[config.mk]
export PLATFORM = sky130hd
export DESIGN_NAME = seq_shifter
export DESIGN_NICKNAME = d
export VERILOG_FILES = /design/src/rtl/seq_shifter.sv
export SDC_FILE = /design/constraint.sdc
export NUM_CORES = 1
export LEC_CHECK = 0
export BUFFER_PORTS_ARGS = -buffer_cell sky130_fd_sc_hd__buf_2
export CAP_MARGIN = 20
export CORE_MARGIN = 3
export CORE_UTILIZATION = 41
export DETAILED_ROUTE_END_ITERATION = 7
export GPL_TIMING_DRIVEN = 0
export PLACE_DENSITY = 0.71
export REMOVE_ABC_BUFFERS = 1
export SETUP_SLACK_MARGIN = 0.15
export SLEW_MARGIN = 30
export SYNTH_ARGS = -nofsm -noshare
export SYNTH_HDL_FRONTEND = slang
export SYNTH_SLANG_ARGS = --single-unit
[constraint.sdc]
create_clock -name clk -period 1.3 [get_ports clk]
set_clock_uncertainty 0.05 [all_clocks]
set_input_delay 0.065 -clock clk [delete_from_list [all_inputs] [get_ports clk]]
set_output_delay 0.065 -clock clk [all_outputs]
set_load 0.02 [all_outputs]
[src/rtl/seq_shifter.sv]
// Multi-cycle 8-bit universal shifter (LSL/LSR/ASR/ROR), one bit per clock,
// with a start/done handshake. Step mux, decrement and zero detect are gate-level.
module seq_shifter (
  input  logic       clk,
  input  logic       rst,
  input  logic       start,
  input  logic [1:0] ctrl,
  input  logic [2:0] shift_amt,
  input  logic [7:0] data_in,
  output logic [7:0] data_out,
  output logic       done
);

  typedef enum logic [1:0] {
    ST_IDLE  = 2'b00,
    ST_SHIFT = 2'b01,
    ST_DONE  = 2'b10
  } state_t;

  state_t     state_q, state_d;
  logic [7:0] data_q, data_d;
  logic [2:0] cnt_q, cnt_d;
  logic [1:0] op_q, op_d;
  logic       done_q, done_d;

  logic [7:0] step_s;
  logic [2:0] dec_s;
  logic       cnt_zero_s;
  logic       is_lsl_s, is_right_s, nop0_s;
  logic       ror_bit_s, asr_bit_s, right_fill_sel_s, fill_s, lsl7_s;
  logic [6:1] lsl_mid_s, rsh_mid_s;

  // One-step shift mux: LSL takes the lower neighbour, right shifts the upper one.
  nor g_is_lsl (is_lsl_s, op_q[1], op_q[0]);
  not g_is_right (is_right_s, is_lsl_s);
  and g_bit0 (step_s[0], is_right_s, data_q[1]);

  for (genvar i = 1; i < 7; i++) begin : g_mid
    and g_l (lsl_mid_s[i], is_lsl_s, data_q[i-1]);
    and g_r (rsh_mid_s[i], is_right_s, data_q[i+1]);
    or  g_o (step_s[i], lsl_mid_s[i], rsh_mid_s[i]);
  end

  // MSB fill: LSR -> 0, ASR -> old MSB, ROR -> old LSB.
  not g_nop0 (nop0_s, op_q[0]);
  and g_ror7 (ror_bit_s, op_q[0], data_q[0]);
  and g_asr7 (asr_bit_s, nop0_s, data_q[7]);
  or  g_sel7 (right_fill_sel_s, ror_bit_s, asr_bit_s);
  and g_fill7 (fill_s, op_q[1], right_fill_sel_s);
  and g_lsl7 (lsl7_s, is_lsl_s, data_q[6]);
  or  g_bit7 (step_s[7], lsl7_s, fill_s);

  not  g_dec0 (dec_s[0], cnt_q[0]);
  xnor g_dec1 (dec_s[1], cnt_q[1], cnt_q[0]);
  logic borrow2_s;
  nor  g_brw2 (borrow2_s, cnt_q[1], cnt_q[0]);
  xor  g_dec2 (dec_s[2], cnt_q[2], borrow2_s);
  nor  g_zero (cnt_zero_s, cnt_q[2], cnt_q[1], cnt_q[0]);

  always_comb begin
    state_d = state_q;
    data_d  = data_q;
    cnt_d   = cnt_q;
    op_d    = op_q;
    done_d  = done_q;
    case (state_q)
      ST_IDLE, ST_DONE: begin
        if (start) begin
          data_d  = data_in;
          cnt_d   = shift_amt;
          op_d    = ctrl;
          done_d  = 1'b0;
          state_d = ST_SHIFT;
        end else begin
          state_d = state_q;
        end
      end
      ST_SHIFT: begin
        if (cnt_zero_s) begin
          done_d  = 1'b1;
          state_d = ST_DONE;
        end else begin
          data_d = step_s;
          cnt_d  = dec_s;
        end
      end
      default: begin
        state_d = ST_IDLE;
        done_d  = 1'b0;
      end
    endcase
  end

  always_ff @(posedge clk or posedge rst) begin
    if (rst) begin
      state_q <= ST_IDLE;
      data_q  <= 8'h00;
      cnt_q   <= 3'd0;
      op_q    <= 2'b00;
      done_q  <= 1'b0;
    end else begin
      state_q <= state_d;
      data_q  <= data_d;
      cnt_q   <= cnt_d;
      op_q    <= op_d;
      done_q  <= done_d;
    end
  end

  assign data_out = data_q;
  assign done     = done_q;

endmodule

# Word level (Yosys, flattened, before mapping)
# Index checks and enable logic that the tools add are counted.
# classes
n_eq_ne	5
muxes	12
bitwise_logic	33
n_reduce_logical	7
# op_table
cell	count
AND 1 bit	17
two-way mux 8 bit	2
one-hot mux 8 bit (2 select lines)	1
OR 1 bit	10
two-way mux 3 bit	2
inequality test 2 bit (second input constant)	3
one-hot mux 3 bit (2 select lines)	1
two-way mux 2 bit	2
NOT 1 bit	4
one-hot mux 2 bit (2 select lines)	1
AND reduction 2 bit	2
AND reduction 3 bit	1
OR reduction 3 bit	1
equality test 2 x 1 -> 1 bit (second input constant)	1
equality test 2 bit (second input constant)	1
zero test 2 bit	1
two-way mux 1 bit	2
one-hot mux 1 bit (2 select lines)	1
nonzero test 2 bit	1
OR reduction 2 bit	1
XNOR 1 bit	1
bitwise XOR 1 bit	1
# word_totals
reg_bits	16
output_inout_bits	9
word_cells	62

# Logic depth before layout (Yosys ltp)
# Gate-level depths: netlist (run 1).
# logic_depth
ltp_word	7
depth_mapped	7
mapped_depth_nobuf	7

# Least setup slack after synthesis (run 1)
# OpenSTA, ideal clock, no wires.
# synth_timing
path_kind	register to register
from	reg cnt_q[0]
to	reg cnt_q[0]
setup_ns	0.087
arrival_ns	1.320
required_time_ns	1.163
slack_ns	-0.156
path_stages_with_launch	8
path_buffers	1
synth_period_minus_slack_ns	1.456
path_cell_list	dfrtp_1 inv_1 ha_1 ha_1 nor3b_4 buf_6 o211ai_1 o211ai_1
# synth_between
elab_chain_cells	3
word_cells_on_any_way	6
classes_between	eq/ne: 1; mux: 2; bitwise: 1; reduce/logical: 2
# synth_lines
element	line_no	rtl
start, declared	22	logic [2:0] cnt_q, cnt_d;
start signal, assigned	104	cnt_q <= cnt_d;
OR reduction 3 bit or NOT 1 bit (tied branches)	58, 53	
inequality test 2 bit (no line) or two-way mux 3 bit (tied branches)	-	
AND reduction 3 bit (no line) or one-hot mux 3 bit (2 select lines) (tied branches)	-	
# Several ways; a longest one is shown, not always the timed one. The select of a mux whose other input is x is not followed.
# A chain may end at the register's enable or synchronous reset.

# Final worst setup path (run 1)
# layout_timing
from	reg cnt_q[1]
to	reg cnt_q[1]
# layout_between
elab_chain_cells	3
word_cells_on_any_way	6
classes_between	eq/ne: 1; mux: 2; bitwise: 1; reduce/logical: 2
# layout_lines
element	line_no
OR reduction 3 bit or XNOR 1 bit (tied branches)	58, 54
inequality test 2 bit (no line) or two-way mux 3 bit (tied branches)	-
AND reduction 3 bit (no line) or one-hot mux 3 bit (2 select lines) (tied branches)	-
# Several ways; a longest one is shown, not always the timed one. The select of a mux whose other input is x is not followed.

==> summary.md, run 1 <==
| Metric | Value |
|---|---|
| Grt ovf | `0` |
| Cell Area, Synth | `875.8 sq um` |
| Hold Crit Depth | `3` |
| Mapped Avg Cell Area | `10.95 sq um` |
| Worst path depth | `7` |
| CTS tree | `built` |
| Worst IR Drop VDD | `0.001302 V` |
| GR Util All Layers | `17.61%` |
| Pre-antenna DRT Iters | `4` |
| Data required time of the worst path | `1450 ps` |
| Area of the core | `2002 sq um` |
| Mapped Cells | `80` |
| Critical path arrival | `1730 ps` |
| Crit path max-delay family | `simple AND/OR/NAND/NOR gates` |
| Clock buffer depth | `2` |
| Largest net degree at the start of global routing | `16` |
| Initial antenna violation count | `0` |
| Width of the die | `52.22 um` |
| Leakage | `0.0005597 uW` |
| Hold EP | `cnt_q[0]` |
| Setup violations, final | `12` |
| Top Ports | `25` |
| Part of the cycle the worst path needs | `121.8%` |
| Hold slack final | `14.15 ps` |
| EDFF count, synth | `0` |
| Fin crit period | `1584 ps` |
| Synthesis warning total | `0` |
| Worst-path cell chain | `inv_2, ha_4, ha_4, nor3b_4, nor2_4, inv_2, mux2i_1` |
| Fillers | `155` |
| Slowest CP cell | `dfrtp_1` |
| Area Overhead vs Synth | `43.71%` |
| FF-to-FF End | `cnt_q[1]` |
| Antenna-violating nets left | `0` |
| Buffer and inverter count on the worst path | `2` |
| DP HPWL | `1401 um` |
| Failing checks | `setup timing` |
| Slack of the critical path | `-283.5 ps` |
| R2R Path Start | `cnt_q[1]` |
| Port Buffers | `24` |
| Largest stage delay on the critical path | `350 ps` |
| CTS Buf Count | `3` |
| Die Height | `52.22 um` |
| CP endpoint kind | `flip-flop` |
| Worst Reg-to-Reg Cells | `7` |
| Unique masters post-synth | `30` |
| Insertion delay to the later sink of the worst-skew pair | `280 ps` |
| Htree depth | `1` |
| Total power | `3930 uW` |
| Layout cells sized above 1 | `51.69%` |
| Hold Fails Final Rpt | `0` |
| Sequential Area | `377.9 sq um` |
| Rows | `16` |
| Pre-CTS setup slack | `-618.8 ps` |
| Slew headroom | `60.46%` |
| Register area share after synthesis | `42.86%` |
| Post-synth ARST share | `100.0%` |
| Fmax | `0.6315 GHz` |
| Final RePlAce weighted congestion | `0.7172` |
| RSZ-0062 raised after global routing | `yes` |
| Max_cap viols | `0` |
| Worst min-delay path class | `input pin to flip-flop` |
| Crit path max fanout | `5` |
| Footprint of the multi-input gates | `511.7 sq um` |
| #FFs+latches synth | `15` |
| CTS Sinks | `15` |
| Initial drt markers | `18` |
| TNS Setup | `-2915 ps` |
| Global-route wire length before repair | `3553 um` |
| Initial Util | `43.75%` |
| Reg clk slew, reported paths | `90 ps` |
| DR vias | `796` |
| Crit path kind | `flip-flop to flip-flop` |
| PwrDens | `3122 nW/um^2` |
| R2R Setup Slk | `-280 ps` |
| Worst slew pin tran | `592.4 ps` |
| Min-delay src | `shift_amt[0]` |
| Root buffer cell | `clkbuf_4` |
| WL final | `2342 um` |
| Nets | `137` |
| Final slew viol count | `0` |
| Vias/cell | `5.490` |
| Drt drc | `0` |
| Wire per inst | `16.15 um` |
| Status | `complete, but fails checks` |
| CP startpoint kind | `flip-flop` |
| Die ar. | `2727 sq um` |
| # diodes | `0` |
| Ys flop type | `dfrtp_1` |
| Vias in the first global route | `742` |
## cells in the final DEF, fill, tap and decap left out, drive strengths merged
cell type    count
o22ai            7
nor2b            2
nor2             3
inv              5
buf             36
mux2             3
mux2i            1
nor3b            3
a31oi            1
nand3b           1
nand2            1
a221oi           1
dlygate4sd3      4
nand2b           1
o21a             6
ha               2
o2bb2ai          7
o211ai           2
a22o             1
nor3             2
a211oi           6
a21oi            3
dfrtp           15
nand3            1
clkbuf           4
## kinds of logic (layout without fill, tap and decap cells)
| kind of cell | Yosys count | after routing | synth area share (%) |
|---|---|---|---|
| simple gates | 14 | 14 | 11.43 |
| compound gates | 34 | 34 | 29.86 |
| buf+inv | 11 | 49 | 7.998 |
| fa+ha+maj | 2 | 2 | 2.857 |
| flops | 15 | 15 | 42.86 |
| mux | 4 | 4 | 5.000 |
## sequential cells by signal (all words and copies together), names as in the netlist
register,count
cnt_q,3
data_out,8
done,1
op_q,2
state_q,1
## power by group
group | internal, uW | switching [uW] | total [uW]
registers | 727 | 338 | 1060
clock network | 119 | 156 | 275
logic | 1310 | 1280 | 2590
## stage by stage
step | instance area [sq um] | util [%] | std cells
2_1_floorplan | 824.5 | - | 74
3_3_place_gp | 978.4 | 48.88 | 125
3_5_place_dp | 978.4 | 48.88 | 125
4_1_cts | 1184 | 59.13 | 141
5_1_grt | 1259 | 62.88 | 145
6_report | 1259 | 62.88 | 145
## cell usage after synthesis, types with 3 or more instances
cell type,instances,area (sq um)
dfrtp_1,15,375.4
inv_1,4,15.01
buf_2,3,15.01
mux2_2,3,33.78
a21oi_1,3,15.01
a211oi_1,6,45.04
o22ai_1,6,37.54
o21a_1,6,45.04
o2bb2ai_1,7,61.31
## worst min-delay path, delay by kind of cell
kind / cells / cell delay, ps
and+or+nand+nor: 1 / 60
AOI/OAI and AO/OA: 1 / 90
buffers and inverters: 1 / 80
## per-layer routing
layer  part of all wire (%)  GRT usage (%)
met1                     43          22.58
met2                     50          30.54
met3                    5.4          1.709
met4                   0.98          6.383
met5                      0              0
## how the worst max path moves through the flow
| stage | startpoint | endpoint | slack, ps |
|---|---|---|---|
| final | cnt_q[1] | cnt_q[1] | -280 |
| after global routing | cnt_q[1] | cnt_q[1] | -360 |
| after CTS | cnt_q[1] | cnt_q[1] | -260 |
| after detailed placement | cnt_q[0] | cnt_q[1] | -620 |
| after global placement | cnt_q[0] | cnt_q[1] | -580 |
| after floorplan | cnt_q[0] | cnt_q[1] | -340 |
## repair_timing
action / in CTS / in global routing
buffers inserted: 8 / 4
endpoints found under the setup margin: 15 / 16
resized for setup: 15 / 8
gates cloned: 0 / 0
pin swaps: 7 / 8
endpoints found under the hold margin: 18 / 0
hold buffers: 4 / 0
## area by class of cell
cell class	count	area share [%]
multi-input combinational	54	40.66
sequential	15	30.02
timing repair buffer	40	23.06
tap	27	2.684
clock buffer	4	2.087
inverter	5	1.491
No activity file was read; power rests on OpenSTA's default activity.
==> inputs of run 2 (changes only) <==
--- a/config.mk
+++ b/config.mk
@@ -7,6 +7,7 @@
 export LEC_CHECK = 0
 export BUFFER_PORTS_ARGS = -buffer_cell sky130_fd_sc_hd__buf_2
 export CAP_MARGIN = 20
+export CORE_ASPECT_RATIO = 1.5
 export CORE_MARGIN = 3
 export CORE_UTILIZATION = 41
 export DETAILED_ROUTE_END_ITERATION = 7
@@ -14,6 +15,7 @@
 export PLACE_DENSITY = 0.71
 export REMOVE_ABC_BUFFERS = 1
 export SETUP_SLACK_MARGIN = 0.15
+export SKIP_CTS_REPAIR_TIMING = 1
 export SLEW_MARGIN = 30
 export SYNTH_ARGS = -nofsm -noshare
 export SYNTH_HDL_FRONTEND = slang
==> summary.md, run 2 (synthesized netlist as in run 1, its figures left out) <==
| Metric | Value |
|---|---|
| Status | `complete, but fails checks` |
| Failing checks | `hold timing, setup timing` |
| Nets | `132` |
| Core Util, Final | `59.91%` |
| CP most frequent cell | `ha_4` |
| Placed insts | `119` |
| Rows | `19` |
| Root buffer cell | `clkbuf_4` |
| Setup violations, final | `12` |
| Slew headroom | `60.12%` |
| Vias in the first global route | `693` |
| Worst slew pin tran | `597.5 ps` |
| Final slew viol count | `0` |
| Area Overhead vs Synth | `31.71%` |
| Largest net degree at the start of global routing | `16` |
| CTS Buf Count | `3` |
| PwrDens | `2997 nW/um^2` |
| Drt drc | `0` |
| Width of the die | `43.74 um` |
| Largest stage delay on the critical path | `360 ps` |
| Initial drt markers | `7` |
| Initial Util | `45.48%` |
| Critical path arrival | `1780 ps` |
| Worst-path cell chain | `inv_2, ha_4, ha_4, nor3b_4, nor2_4, inv_4, mux2i_1` |
| Most common cell after layout, fill and taps aside | `buf_2` |
| Hold slack final | `-4.854 ps` |
| Top Ports | `25` |
| DR vias | `782` |
| CP endpoint kind | `flip-flop` |
| Post-Layout Cell Count | `134` |
| Grt ovf | `0` |
| Part of the cycle the worst path needs | `124.1%` |
| Htree depth | `1` |
| Buffer and inverter count on the worst path | `2` |
| Pre-antenna DRT Iters | `4` |
| CP startpoint kind | `flip-flop` |
| Wire per inst | `15.15 um` |
| Data required time of the worst path | `1470 ps` |
| Crit path max fanout | `8` |
| Worst min-delay path class | `input pin to flip-flop` |
| Die ar. | `2738 sq um` |
| Die Height | `62.61 um` |
| Initial antenna violation count | `0` |
| CTS Sinks | `15` |
| Layout cells sized above 1 | `44.25%` |
| DP HPWL | `1351 um` |
| Port Buffers | `24` |
| Max reg flops | `8` |
| Slowest CP cell | `nor3b_4` |
| Fmax | `0.6197 GHz` |
| Crit path max-delay family | `simple AND/OR/NAND/NOR gates` |
| RSZ-0062 raised after global routing | `yes` |
| GR Util All Layers | `14.93%` |
| WL final | `2030 um` |
| Leakage | `0.0005095 uW` |
| TNS Setup | `-2965 ps` |
| Max_cap viols | `0` |
| Final RePlAce weighted congestion | `0.7603` |
| Clock buffer depth | `2` |
| # diodes | `0` |
| Global-route wire length before repair | `3132 um` |
| Worst IR Drop VDD | `0.001915 V` |
| Insertion delay to the later sink of the worst-skew pair | `290 ps` |
| Vias/cell | `5.836` |
| Area of the core | `1926 sq um` |
| Antenna-violating nets left | `0` |
| Fin crit period | `1614 ps` |
| Reg clk slew, reported paths | `90 ps` |
| Most frequent cells in the layout | `buf_2 (24), dfrtp_1 (14), o2bb2ai_1 (7)` |
| CTS tree | `built` |
| Total power | `3457 uW` |
| Hold Fails Final Rpt | `1` |
| Slack of the critical path | `-313.6 ps` |
| Crit path kind | `flip-flop to flip-flop` |
==> run 2: cell types whose count changed in the layout (fill, tap and decap cells not counted), sizes merged <==
cell / delta
buf: -5
==> run 2: power breakdown <==
part	internal (uW)	switching (uW)
clock network	119	159
logic	1030	1110
registers	723	313
total	1880	1580
==> run 2: per-stage QoR <==
step                setup WS [ps]  hold WS (ps)  area, sq um
global placement           -588.1         105.1        970.9
global route               -401.9         19.92         1154
finish                     -313.6        -4.854         1154
detailed placement         -601.1         108.1        970.9
CTS                        -611.9        -207.8        997.2
floorplan                  -335.9        -83.52        824.5
==> run 2: worst paths after layout <==
path | from | end | slack (ps) | cells after the start
hold / removal | shift_amt[0] | cnt_q[0] | -5 | 3
max in group asynchronous | rst | done | 460 | 3
min in group asynchronous | rst | data_out[5] | 320 | 3
hold reg to reg | cnt_q[2] | cnt_q[2] | 500 | 2
setup / recovery | cnt_q[1] | cnt_q[1] | -310 | 7
setup reg to reg | cnt_q[1] | cnt_q[1] | -310 | 7
==> run 2: cell type report <==
type                       instances  area (sq um)
inverter                           5         21.27
sequential                        15         376.6
timing repair buffer              35         229.0
clock buffer                       4         26.28
tap                               21         26.28
fill                             177         772.0
multi-input combinational         54         474.2
==> run 2: per-layer routing <==
layer	part of all wire, %	vias to the layer above	track usage (%)
li1	-	372	-
met1	43	377	18.67
met2	50	28	24.09
met3	5.5	5	1.729
met4	1.8	0	7.925
met5	0	-	0
==> run 2: tightest hold or removal path, stage by stage <==
cell and delay, ps:
buf_2 80, nand3_1 50, o211ai_1 90
